<file path="config.mk">
export PLATFORM = sky130hd
export DESIGN_NAME = text_buffer_writer
export DESIGN_NICKNAME = d
export VERILOG_FILES = /design/src/rtl/text_buffer_writer.sv
export SDC_FILE = /design/constraint.sdc
export NUM_CORES = 1
export LEC_CHECK = 0
export CAP_MARGIN = 40
export CORE_UTILIZATION = 35
export CTS_BUF_LIST = sky130_fd_sc_hd__clkbuf_16
export DETAILED_ROUTE_END_ITERATION = 10
export MAX_ROUTING_LAYER = met4
export PLACE_DENSITY_LB_ADDON = 0.12
export SYNTH_ARGS = -nofsm -noshare
export SYNTH_HDL_FRONTEND = slang
export SYNTH_SLANG_ARGS = --single-unit
</file>
<file path="constraint.sdc">
create_clock -name clk -period 2.2 [get_ports clk]
set_input_delay 0.22 -clock clk [delete_from_list [all_inputs] [get_ports clk]]
set_output_delay 0.22 -clock clk [all_outputs]
set_load 0.05 [all_outputs]
</file>
<file path="src/rtl/text_buffer_writer.sv">
// text_buffer_writer: cursor-tracking character writer into a 4-chars-per-word text RAM.
// Optional feature: define TEXT_ROW_CLEAR_EN to zero every newly entered row (ROWCLR state).
module text_buffer_writer #(
  parameter int          COLS      = 80,
  parameter int          ROWS      = 60,
  parameter logic [31:0] BASE_ADDR = 32'd0
) (
  input  logic        clk,
  input  logic        rst_n,
  input  logic        char_valid,
  input  logic [7:0]  char_data,
  output logic        char_ready,
  output logic [31:0] mem_addr,
  output logic [31:0] mem_wdata,
  output logic [3:0]  mem_be,
  output logic        mem_we,
  output logic [6:0]  cursor_col,
  output logic [5:0]  cursor_row,
  output logic        busy
);
  localparam int WORDS = ROWS * COLS / 4;
  localparam int CW = $clog2(WORDS);
  localparam logic [CW-1:0] CLR_LAST = CW'(WORDS - 1);
  localparam logic [6:0] COL_LAST = 7'(COLS - 1);
  localparam logic [5:0] ROW_MAX = 6'(ROWS - 1);
`ifdef TEXT_ROW_CLEAR_EN
  localparam logic [CW-1:0] ROW_LAST = CW'(COLS / 4 - 1);
  typedef enum logic [1:0] {CLEAR, IDLE, WRITE, ROWCLR} state_t;
  localparam state_t NEWROW = ROWCLR;
`else
  typedef enum logic [1:0] {CLEAR, IDLE, WRITE} state_t;
  localparam state_t NEWROW = IDLE;
`endif
  state_t state_q, state_d;
  logic [CW-1:0] cnt_q, cnt_d;
  logic [6:0] col_q, col_d;
  logic [5:0] row_q, row_d;
  logic [7:0] char_q, char_d;
  logic [31:0] lin, cur_addr;
  logic [5:0] row_inc;
  assign lin = 32'(row_q) * 32'(COLS) + 32'(col_q);
  assign cur_addr = BASE_ADDR + (lin >> 2);
  assign row_inc = (row_q == ROW_MAX) ? '0 : row_q + 1'b1;
  assign cursor_col = col_q;
  assign cursor_row = row_q;
  // State, clear counter, cursor and latched character registers.
  always_ff @(posedge clk) begin
    if (!rst_n) begin
      state_q <= CLEAR;
      cnt_q <= '0;
      col_q <= '0;
      row_q <= '0;
      char_q <= '0;
    end else begin
      state_q <= state_d;
      cnt_q <= cnt_d;
      col_q <= col_d;
      row_q <= row_d;
      char_q <= char_d;
    end
  end
  // Next-state decode and RAM/handshake outputs; everything is held quiet while in reset.
  always_comb begin
    state_d = state_q;
    cnt_d = cnt_q;
    col_d = col_q;
    row_d = row_q;
    char_d = char_q;
    char_ready = 1'b0;
    mem_we = 1'b0;
    mem_be = 4'h0;
    mem_wdata = 32'h0;
    mem_addr = BASE_ADDR;
    busy = 1'b1;
    if (rst_n) begin
      case (state_q)
        CLEAR: begin
          mem_we = 1'b1;
          mem_be = 4'hF;
          mem_addr = BASE_ADDR + 32'(cnt_q);
          cnt_d = (cnt_q == CLR_LAST) ? '0 : cnt_q + 1'b1;
          state_d = (cnt_q == CLR_LAST) ? IDLE : CLEAR;
        end
        IDLE: begin
          char_ready = 1'b1;
          busy = 1'b0;
          if (char_valid) begin
            if (char_data >= 8'h20 && char_data <= 8'h7E) begin
              char_d = char_data;
              state_d = WRITE;
            end else if (char_data == 8'h0D) begin
              col_d = '0;
            end else if (char_data == 8'h0A) begin
              col_d = '0;
              row_d = row_inc;
              state_d = NEWROW;
            end else if (char_data == 8'h08) begin
              col_d = (col_q != '0) ? col_q - 1'b1 : (row_q != '0) ? COL_LAST : col_q;
              row_d = (col_q == '0 && row_q != '0) ? row_q - 1'b1 : row_q;
              char_d = 8'h00;
              state_d = WRITE;
            end else if (char_data == 8'h0C) begin
              col_d = '0;
              row_d = '0;
              cnt_d = '0;
              state_d = CLEAR;
            end
          end
        end
        WRITE: begin
          mem_we = 1'b1;
          mem_be = 4'b0001 << col_q[1:0];
          mem_wdata = {4{char_q}};
          mem_addr = cur_addr;
          state_d = IDLE;
          // A latched 0x00 marks a backspace erase, which leaves the cursor in place.
          if (char_q != 8'h00) begin
            col_d = (col_q == COL_LAST) ? '0 : col_q + 1'b1;
            row_d = (col_q == COL_LAST) ? row_inc : row_q;
            state_d = (col_q == COL_LAST) ? NEWROW : IDLE;
          end
        end
`ifdef TEXT_ROW_CLEAR_EN
        ROWCLR: begin
          mem_we = 1'b1;
          mem_be = 4'hF;
          mem_addr = cur_addr + 32'(cnt_q);
          cnt_d = (cnt_q == ROW_LAST) ? '0 : cnt_q + 1'b1;
          state_d = (cnt_q == ROW_LAST) ? IDLE : ROWCLR;
        end
`endif
        default: state_d = CLEAR;
      endcase
    end
  end
endmodule

</file>
# After elaboration in Yosys (flattened, before gate mapping)
# Index checks and enable logic that the tools add are counted.
dict set report totals {
  regBits 34
  in_bits 11
  out_inout_bits 84
  wordCells 110
}
dict set report classes {
  addsub 6
  n_mul 1
  n_lt_le_gt_ge 2
  n_eq_ne 25
  n_shift 1
  mux 54
  n_reduce_logical 16
}
# op n
set op_table {}
lappend op_table {{2-to-1 mux 11 bit} 7}
lappend op_table {{2-to-1 mux 7 bit} 10}
lappend op_table {{2-to-1 mux 32 bit} 2}
lappend op_table {{2-to-1 mux 6 bit} 10}
lappend op_table {{== test 8 x 4 -> 1 bit (second input constant)} 4}
lappend op_table {{2-to-1 mux 8 bit} 4}
lappend op_table {{case mux 12 bit (2 select lines)} 1}
lappend op_table {{case mux 11 bit (2 select lines)} 1}
lappend op_table {{inequality test 2 bit (second input constant)} 10}
lappend op_table {{adder 13 x 7 -> 14 bit} 1}
lappend op_table {{case mux 7 bit (2 select lines)} 1}
lappend op_table {{2-to-1 mux 12 bit} 1}
lappend op_table {{2-to-1 mux 2 bit} 6}
lappend op_table {{case mux 6 bit (2 select lines)} 1}
lappend op_table {{adder 11 x 1 -> 11 bit (second input constant)} 1}
lappend op_table {{== test 11 bit (second input constant)} 1}
lappend op_table {{inequality test 5 bit (second input constant)} 2}
lappend op_table {{multiplier 6 x 3 -> 9 bit (second input constant)} 1}
lappend op_table {{>= comparator 8 x 6 -> 1 bit (second input constant)} 1}
lappend op_table {{<= comparator 8 x 7 -> 1 bit (second input constant)} 1}
lappend op_table {{inequality test 4 bit (second input constant)} 2}
lappend op_table {{case mux 4 bit (2 select lines)} 1}
lappend op_table {{AND reduction 8 bit} 1}
lappend op_table {{nonzero test 8 bit} 1}
lappend op_table {{other kinds (25)} 34}

# Longest topological paths before layout
# Gate-level depths: netlist of the first run.
dict set report logic_depth {
  ltp_word 9
  depth_mapped 9
  ltp_nobuf 9
}

# Worst setup path after synthesis of the first run
# OpenSTA, ideal clock, no wires.
dict set report synth_path {
  kind {reg-to-output}
  from {reg row_q[1] (netlist: cursor_row[1])}
  to {out mem_addr[8]}
  t_arrival_ns 3.284
  required_ns 1.980
  slack_ns -1.304
  path_stages_with_launch 9
  n_path_buf 0
  path_cell_list {dfxtp_1 ha_1 ha_1 inv_1 fa_1 nand2b_1 nor2_1 xnor2_1 o21ai_0}
}
dict set report synth_between {
  elab_chain_cells 4
}
# element line
set synth_lines {}
lappend synth_lines {{from (decl)} 37} ;# logic [5:0] row_q, row_d;
lappend synth_lines {{from (signal assigned)} 58} ;# row_q <= row_d;
lappend synth_lines {{multiplier 6 x 3 -> 9 bit} 41} ;# assign lin = 32'(row_q) * 32'(COLS) + 32'(col_q);
lappend synth_lines {{adder 13 x 7 -> 14 bit} 41}
lappend synth_lines {{case mux 12 bit (2 select lines)} 76} ;# case (state_q)
lappend synth_lines {{2-to-1 mux 12 bit} 75} ;# if (rst_n) begin
lappend synth_lines {{to (decl)} 13} ;# output logic [31:0] mem_addr,
# Every way passes these cells.

# Worst setup path in the final report of the first run
dict set report layout_path {
  from {reg row_q[1] (netlist: cursor_row[1])}
  to {out mem_addr[9]}
}
# Same word-level chain as after synthesis.

==> summary.md, run 1 <==
| Metric | Value |
|---|---|
| Number of buffers created by CTS | `5` |
| Synth Register Bits | `34` |
| FFs w/ async S/R, synth | `0%` |
| Worst vdd ir | `0.296 mV` |
| Share of layout cells above drive strength 1 | `between 40 and 50%` |
| Worst Skew | `3.31 ps` |
| Cell area after layout | `~5900 µm²` |
| WP buf/inv | `2` |
| Dpl ws | `-320 ps` |
| Fill cell count | `779` |
| Vias per inst | `~5.5` |
| GR Overflow Total | `0` |
| Max Root-Sink Buffers | `2` |
| Failing checks | `setup timing` |
| Clk sinks | `34` |
| Final Slew Violations | `0` |
| Drc violations | `0` |
| Count leader, synth | `buf_4` |
| Footprint of the multi-input gates | `between 2000 and 3000 µm²` |
| Global-route wire length before repair | `18.8 mm` |
| Final Setup Violations | `11` |
| Latest clock arrival within the worst-skew pair | `280 ps` |
| Outcome | `finished with violations` |
| P&R area growth vs syn | `71.3%` |
| Sequential share of the synthesized area | `19.6%` |
| Leak | `roughly 2.4 nW` |
| Pin count of the biggest net entering global routing | `28` |
| Synth area leader | `dfxtp_1` |
| DR iter-0 viols | `214` |
| Final core utilization | `63.1%` |
| CP max-delay cell | `dfxtp_4` |
| CTS H-tree lvls | `2` |
| Cells after synthesis | `444` |
| RSZ-0062 raised after global routing | `yes` |
| Initial core utilization | `a little under two fifths` |
| Initial antenna violation count | `0` |
| Xor/xnor share of the synthesized area | `2.02%` |
| ANT nets after route | `0` |
| Row count | `35` |
| Hold Fails Final Rpt | `0` |
| Die ar. | `10300 µm²` |
| Diode count | `0` |
| Delay-heaviest family, CP | `adder cells` |
| Final period utilization | `125%` |
| WS Path Type | `reg -> out` |
| Type of the worst min-delay path | `reg -> reg` |
| Final worst slack | `-540 ps` |
| Simple-Gate Fraction of Synth Area | `between 20% and 30%` |
| Largest fanout on the critical path | `2` |
| Die W | `102 µm` |
| Post-Synth Adder-Cell Area | `9.46%` |
| Register area | `between 700 and 800 µm²` |
| Vias in the first global route | `between 3000 and 4000` |
| DR WL/cell | `around 17 µm` |
| Root buffer cell | `clkbuf_16` |
| Total wire length | `11.8 mm` |
| Crit. End Element | `output port` |
| PortBufs | `73` |
| Setup crit start kind | `flop` |
| Mux cell area share after synthesis | `less than 1%` |
| Routed vias | `3908` |
| Die height | `102 µm` |
| GRT Total Usage | `23.9%` |
| Worst-path clk slew | `about 60 ps` |
| Power density over cell area | `300 nW/µm²` |
| FMAX | `0.365 GHz` |
| Post-synth top cells | `47 x buf_4, 34 x dfxtp_1, 30 x nor2_1` |
| Ranking of synthesized cells by area | `dfxtp_1 20%, buf_4 10%, ha_1 8.3%` |
| I/O pin cnt | `95` |
| Cell Area, Placed | `5360 µm²` |
| Count of different cell masters after synthesis | `78` |
| Max_cap viols | `0` |
| Yosys warnings | `0` |
| Hold bufs inserted after CTS | `0` |
| TritonRoute pass-1 iters | `5` |
| Yosys top cell area share | `19.6%` |
| Synth Cell Area | `3470 µm²` |
| CTS tree | `done` |
| Synth Flop Type | `dfxtp_1` |
| Largest family of logic cells by synthesized area | `simple AND/OR/NAND/NOR gates` |
| EDFF count, synth | `0` |
| Core area | `9420 µm²` |
| Compound-Gate Fraction of Synth Area | `between 20% and 30%` |
| Headroom to the max-slew limit | `46.2%` |
| Final net count | `622` |
| Routability Congestion | `0.906` |
| Crit path cell chain | `ha_4 -> ha_4 -> inv_2 -> fa_2 -> nor2b_1 -> o21ai_1 -> and3_1 -> o2111a_1 -> a221o_2 -> buf_12` |
| Slowest stage delay, CP | `350 ps` |
| Cell repeated most along the worst path | `ha_4` |
| Hpwl dp | `8.99 mm` |
| Min cycle time layout | `2740 ps` |
| CP required | `1980 ps` |
| WP data arrival | `about 2500 ps` |
| Mean post-synth cell area | `7.81 µm²` |
| Worst Max-Slew Pin Slew | `just over 800 ps` |
## timing repair
action | in CTS | in global routing
resized for setup | 32 | 29
endpoints found under the setup margin | 20 | 25
pin swaps | 22 | 16
setup buffers | 8 | 11
## logic make-up (layout without fill, tap and decap cells)
family / Yosys count / after routing
AOI/OAI and AO/OA: 125 / 125
xor gates and xnor gates: 8 / 8
adders and majority gates: 25 / 25
buffers and inverters: 86 / 209
DFF: 34 / 34
muxes: 3 / 3
other: 1 / 21
and+or+nand+nor: 162 / 162
## report_power, final
| part | total (mW) | internal, mW | switching, mW |
|---|---|---|---|
| clock network | 0.901 | 0.606 | 0.295 |
| logic | 0.263 | 0.0907 | 0.173 |
| registers | 0.616 | 0.609 | 0.00657 |
## path summary, 6_finish.rpt
| check | start | end | slack [ps] | cells after the start |
|---|---|---|---|---|
| hold reg to reg | char_q[6] | char_q[6] | 460 | 2 |
| setup reg to reg | cursor_col[0] | cursor_col[4] | -90 | 9 |
| setup / recovery | cursor_row[1] | mem_addr[9] | -540 | 10 |
| hold / removal | char_q[6] | char_q[6] | 460 | 2 |
## layer usage
metal	global-route usage (%)	part of all wire [%]
met5	-	0
met4	10.3	3.0
met3	3.86	5.9
met2	38.7	48
met1	29.4	44
## state kept, by name, summed over array words and instances (netlist names)
| signal | cells |
|---|---|
| char_q | 8 |
| cnt_q | 11 |
| cursor_col | 7 |
| cursor_row | 6 |
| state_q | 2 |
## final cells by class
cell class                 count  share of cell area, %
multi-input combinational    344                   45.5
timing repair buffer         182                   35.1
sequential                    34                   12.1
tap                          129                   2.72
clock buffer                   6                   2.53
inverter                      19                   1.35
clock inverter                 2                  0.653
## worst reg2reg max path, stage by stage (launching register included)
cell and delay [ps]:
dfxtp_4 350, inv_4 60, ha_4 120, or3b_4 380
buf_6 130, or4_4 450, nor3_4 220, buf_6 160
or2_4 160, o221a_2 200
## through the flow
step | hold slack [ps] | instances | power [mW] | TNS (ps)
4_1_cts | 459 | 709 | 1.79 | -2160
5_1_grt | 486 | 716 | 1.83 | -3200
6_report | 460 | 716 | 1.78 | -2330
3_5_place_dp | 453 | 694 | 0.887 | -3440
2_1_floorplan | 372 | 464 | 0.812 | -605
3_3_place_gp | 460 | 694 | 0.886 | -3220
## layout by cell type (no fill, tap or decap), types with 4 or more instances in the layout
cell / n
a21o_1: 8
dfxtp_1: 20
buf_4: 99
inv_1: 12
ha_4: 9
o31ai_1: 4
nand4_1: 6
nand4b_1: 6
dfxtp_2: 5
buf_6: 10
a31oi_1: 9
nand2_1: 21
inv_2: 4
a21oi_1: 24
nor3_1: 16
clkbuf_16: 6
conb_1: 21
nor2_1: 28
buf_12: 50
ha_1: 13
o21ai_2: 5
nand2b_1: 7
nor4_1: 4
and3_1: 18
a22oi_1: 8
o21ai_0: 16
dfxtp_4: 9
nand3_1: 13
clkdlybuf4s50_1: 23
(Power assumes the default switching activity.)
==> inputs of run 2 (changes only) <==
--- a/config.mk
+++ b/config.mk
@@ -8,6 +8,7 @@
 export CAP_MARGIN = 40
 export CORE_UTILIZATION = 35
 export CTS_BUF_LIST = sky130_fd_sc_hd__clkbuf_16
+export CTS_CLUSTER_DIAMETER = 30
 export DETAILED_ROUTE_END_ITERATION = 10
 export MAX_ROUTING_LAYER = met4
 export PLACE_DENSITY_LB_ADDON = 0.12
==> results of run 2 <==
The final DEF is identical to that of run 1; final timing and power are the same.
